[src/rtl/mem_arbiter.sv]
// mem_arbiter: two-port round-robin arbiter forwarding whole bursts to one memory port
module mem_arbiter #(
    parameter int AW = 23,
    parameter int DW = 32
) (
    input  logic          clk,
    input  logic          rstn,
    input  logic [AW-1:0] p0_addr,
    input  logic [1:0]    p0_len,
    input  logic          p0_wr,
    input  logic          p0_req,
    output logic          p0_ready,
    output logic          p0_ack,
    input  logic [DW-1:0] p0_wdata,
    output logic [DW-1:0] p0_rdata,
    input  logic [AW-1:0] p1_addr,
    input  logic [1:0]    p1_len,
    input  logic          p1_wr,
    input  logic          p1_req,
    output logic          p1_ready,
    output logic          p1_ack,
    input  logic [DW-1:0] p1_wdata,
    output logic [DW-1:0] p1_rdata,
    output logic [AW-1:0] mem_addr,
    output logic [1:0]    mem_len,
    output logic          mem_wr,
    output logic [DW-1:0] mem_wdata,
    output logic          mem_req,
    input  logic          mem_ready,
    input  logic          mem_ack,
    input  logic [DW-1:0] mem_rdata,
    output logic [1:0]    gnt
);
    typedef enum logic [1:0] {IDLE, REQ, DAT} state_t;
    state_t state, state_n;
    logic gsel, gsel_n, last;
    logic [1:0] beats;
    logic req_g, rdy, ack;
    assign req_g     = gsel ? p1_req : p0_req;
    assign mem_addr  = gsel ? p1_addr : p0_addr;
    assign mem_len   = gsel ? p1_len : p0_len;
    assign mem_wr    = gsel ? p1_wr : p0_wr;
    assign mem_wdata = gsel ? p1_wdata : p0_wdata;
    assign mem_req   = (state == REQ) && req_g;
    assign rdy       = mem_req && mem_ready;
    assign ack       = (state == DAT || rdy) && mem_ack;
    assign p0_ready  = rdy && !gsel;
    assign p1_ready  = rdy && gsel;
    assign p0_ack    = ack && !gsel;
    assign p1_ack    = ack && gsel;
    assign p0_rdata  = mem_rdata;
    assign p1_rdata  = mem_rdata;
    assign gnt       = (state == IDLE) ? 2'b00 : {gsel, !gsel};
    // next-state and winner selection; a tie goes to the port that did not win last
    always_comb begin
        state_n = state;
        gsel_n  = gsel;
        case (state)
            IDLE: if (p0_req || p1_req) begin
                gsel_n  = (p0_req && p1_req) ? !last : p1_req;
                state_n = REQ;
            end
            REQ: if (!req_g) state_n = IDLE;
                 else if (mem_ready) state_n = (mem_ack && mem_len == 2'd0) ? IDLE : DAT;
            DAT: if (mem_ack && beats == 2'd0) state_n = IDLE;
            default: state_n = IDLE;
        endcase
    end
    // state and grant registers
    always_ff @(posedge clk or negedge rstn) begin
        if (!rstn) begin
            state <= IDLE;
            gsel  <= 1'b0;
        end else begin
            state <= state_n;
            gsel  <= gsel_n;
        end
    end
    // burst length latched at acceptance, counted down per beat; last winner recorded
    always_ff @(posedge clk or negedge rstn) begin
        if (!rstn) begin
            last  <= 1'b1;
            beats <= 2'd0;
        end else if (rdy) begin
            last  <= gsel;
            beats <= mem_ack ? mem_len - 2'd1 : mem_len;
        end else if (state == DAT && mem_ack) begin
            beats <= beats - 2'd1;
        end
    end
endmodule

[config.mk]
export PLATFORM = sky130hd
export DESIGN_NAME = mem_arbiter
export DESIGN_NICKNAME = d
export VERILOG_FILES = /design/src/rtl/mem_arbiter.sv
export SDC_FILE = /design/constraint.sdc
export NUM_CORES = 1
export LEC_CHECK = 0
export CAP_MARGIN = 0
export CORE_AREA = 3 3 109 111
export DETAILED_ROUTE_END_ITERATION = 12
export DIE_AREA = 0 0 112 114
export PLACE_DENSITY = 0.68
export SLEW_MARGIN = 20
export SYNTH_ARGS = -nofsm -noshare
export SYNTH_HDL_FRONTEND = slang
export SYNTH_SLANG_ARGS = --single-unit
[constraint.sdc]
create_clock -name clk -period 2.4 [get_ports clk]
set_input_delay 0.24 -clock clk [delete_from_list [all_inputs] [get_ports clk]]
set_output_delay 0.24 -clock clk [all_outputs]
set_load 0.02 [all_outputs]
==> impl_metrics.ini, run 1 <==
[clock_network]
cts_buffer_depth = 2
cts.reportedPaths.clkPinSlew_ps = 40
cts_buffers = 3
clock_latency_ps = 230
cts_tree = built
postCtsResizedCells = 0
h-tree-depth = 1
postCtsSetupBuffers = 0
numClockSinks = 6
ctsHoldBuffers = 0
cts-root-buf = clkbuf_8

[flow_run]
cap_viol_max_count = 0

[synthesis]
yosysSeqAreaShare_pct = 9.611
synth_area_per_cell_um2 = 9.001
ys.warnings.count = 0
yosys_register_bits = 6
ys_types = 23
postSynthCellCount = 175
netlist_area_um2 = 1575
syn_nets = 331

[setup_path]
reg2reg_depth = 7
rr_endpoint = beats[1]
crit_fanout = 5
end_kind = output port
start_kind = primary input
crit_type = primary input to output port
worstPathRequired_ps = 2160
arrival_ps = 1990
timing.rr.start = gsel
r2r_setup_slack_ps = 700

[placed_design]
pre_cts_slack_ps = 190.1
dp_hpwl_um = 5273
place_congestion = 0.8125
place_area_um2 = 3131
place.port_buffers = 186
dpl.cell_count = 432

[grt]
grtUsageTotal_pct = 8.511
grt_pass1_wl_um = 8866
antenna_found_initial = 0
grt_pass1_vias = 1713
overflow = 0
grt_max_degree = 43

[timing]
slew_violations = 0
period_share_pct = 93.04
finalClockSkew_ps = 0.5372
finalSetupViolations = 0
clock.fmax_mhz = 447.9
tightestPinTransition_ps = 305.1
final_hold_viol_count = 0
fin_crit_ps = 2233
rsz0062_at_grt = no
maxSlewHeadroom_pct = 79.61
setup_ws_ps = 167.2
fin_tns_setup_ps = 0
hold_slack_ps = 259.9

[drt]
detail-route-antenna-nets = 0
route.detailed.wl_per_inst_um = 14.16
drt_first_pass_iters = 4
drc = 0
drt-total-wl_um = 6175
drt_iter0_drc = 31
vias = 1625
detail_route.vias_per_cell = 3.727

[layout]
regArea_um2 = 152.6
utilization_pct = 29.17
area_growth_pct = 101.6
stdcell_count = 436
final_area_um2 = 3176
final_net_count = 453
drive_gt1_share_pct = 23.31
multi_input_area_um2 = 879.6
antenna-diode-count = 0
fillers = 1175

[floorplan]
io_pins = 283
fp.dieH_um = 114
fp.coreArea_um2 = 10890
start_util_pct = 14.47
die_width_um = 112
die_area_um2 = 12770
rows = 38

[power]
power_mw = 2.635
leakagePower_nw = 1.209
ir_drop_mv = 0.5156
powerDensity_nw_per_um2 = 829.8

[status]
outcome = finished, final reports clean

[worst_hold_path]
hp-class = primary input to async pin
registers in the layout, indices dropped and copies added, names as in the netlist:
name,cells
beats,2
state,2
gsel,1
last,1
cell type report:
type	count	area share [%]
multi-input cells	91	27.70
flip-flops and latches	6	4.807
well taps	140	5.516
inverters	5	0.5910
clock buffers	4	1.418
repair buffers	190	59.97
synth_stat cells, drive strengths merged:
| master | number | share of area, % |
|---|---|---|
| dfrtp | 5 | 7.9 |
| inv | 5 | 1.2 |
| mux2i | 4 | 2.5 |
| xor2 | 1 | 0.56 |
| o22a | 1 | 0.56 |
| buf | 72 | 33 |
| a31oi | 1 | 0.40 |
| nand4bb | 1 | 0.71 |
| nor3b | 1 | 0.48 |
| clkbuf | 1 | 0.32 |
| a31o | 1 | 0.56 |
| nand3b | 1 | 0.48 |
| nand2b | 2 | 0.79 |
| a21oi | 4 | 1.3 |
| xnor2 | 1 | 0.56 |
| nand2 | 4 | 0.95 |
| nor2 | 7 | 1.7 |
| o21ai | 1 | 0.32 |
| mux2 | 59 | 42 |
| dfstp | 1 | 1.7 |
| ha | 2 | 1.6 |
logic make-up after synthesis:
kind of cell	share of synthesized area, %
AOI/OAI and AO/OA	3.098
xor gates and xnor gates	1.112
adders and majority gates	1.588
buffers and inverters	34.55
DFF	9.611
muxes	44.96
and+or+nand+nor	5.084
worst max path at each step:
stage / from / endpoint / slack [ps] / cells past startpoint
finish: p1_req / p1_ack / 170 / 5
global route: p1_req / p0_ready / 50 / 5
CTS: p1_req / p0_ack / 170 / 5
detailed placement: p1_req / p0_ack / 190 / 5
global placement: p1_req / p0_ack / 200 / 5
floorplan: gsel / beats[1] / 890 / 7
where the power goes:
group / switching (mW) / internal (mW)
clock: 0.0490 / 0.115
sequential: 0.0504 / 0.162
combinational: 1.01 / 1.25
placed cells by master (no fill, tap or decap), drive strengths merged:
cell type / count
a21oi: 4
a31o: 1
a31oi: 1
buf: 4
clkbuf: 4
clkdlybuf4s50: 186
dfrtp: 5
dfstp: 1
ha: 2
inv: 5
mux2: 59
mux2i: 4
nand2: 4
nand2b: 2
nand3b: 1
nand4bb: 1
nor2: 7
nor3b: 1
o21ai: 1
o22a: 1
xnor2: 1
xor2: 1
critical path, cell delays in order:
cell and delay [ps]:
clkdlybuf4s50_1 510, mux2i_1 120, nand4bb_1 300, a21oi_1 190, clkdlybuf4s50_1 620
routing by layer:
layer	track usage, %	vias to the layer above	routed length [µm]
met2	15.31	101	3155
met5	0	-	0
met4	2.404	0	85
met1	10.03	741	2318
met3	2.175	11	615
li1	-	772	-
Power figures use the tool's default switching activity.
==> inputs of run 2 (changes only) <==
- CTS_CLUSTER_SIZE: default -> 25
==> results of run 2 <==
No change in the layout: final DEF, timing and power equal those of run 1.
==> inputs of run 3 (changes only) <==
- SLEW_MARGIN: 20 -> default
==> results of run 3 <==
No change in the layout: final DEF, timing and power equal those of run 1.
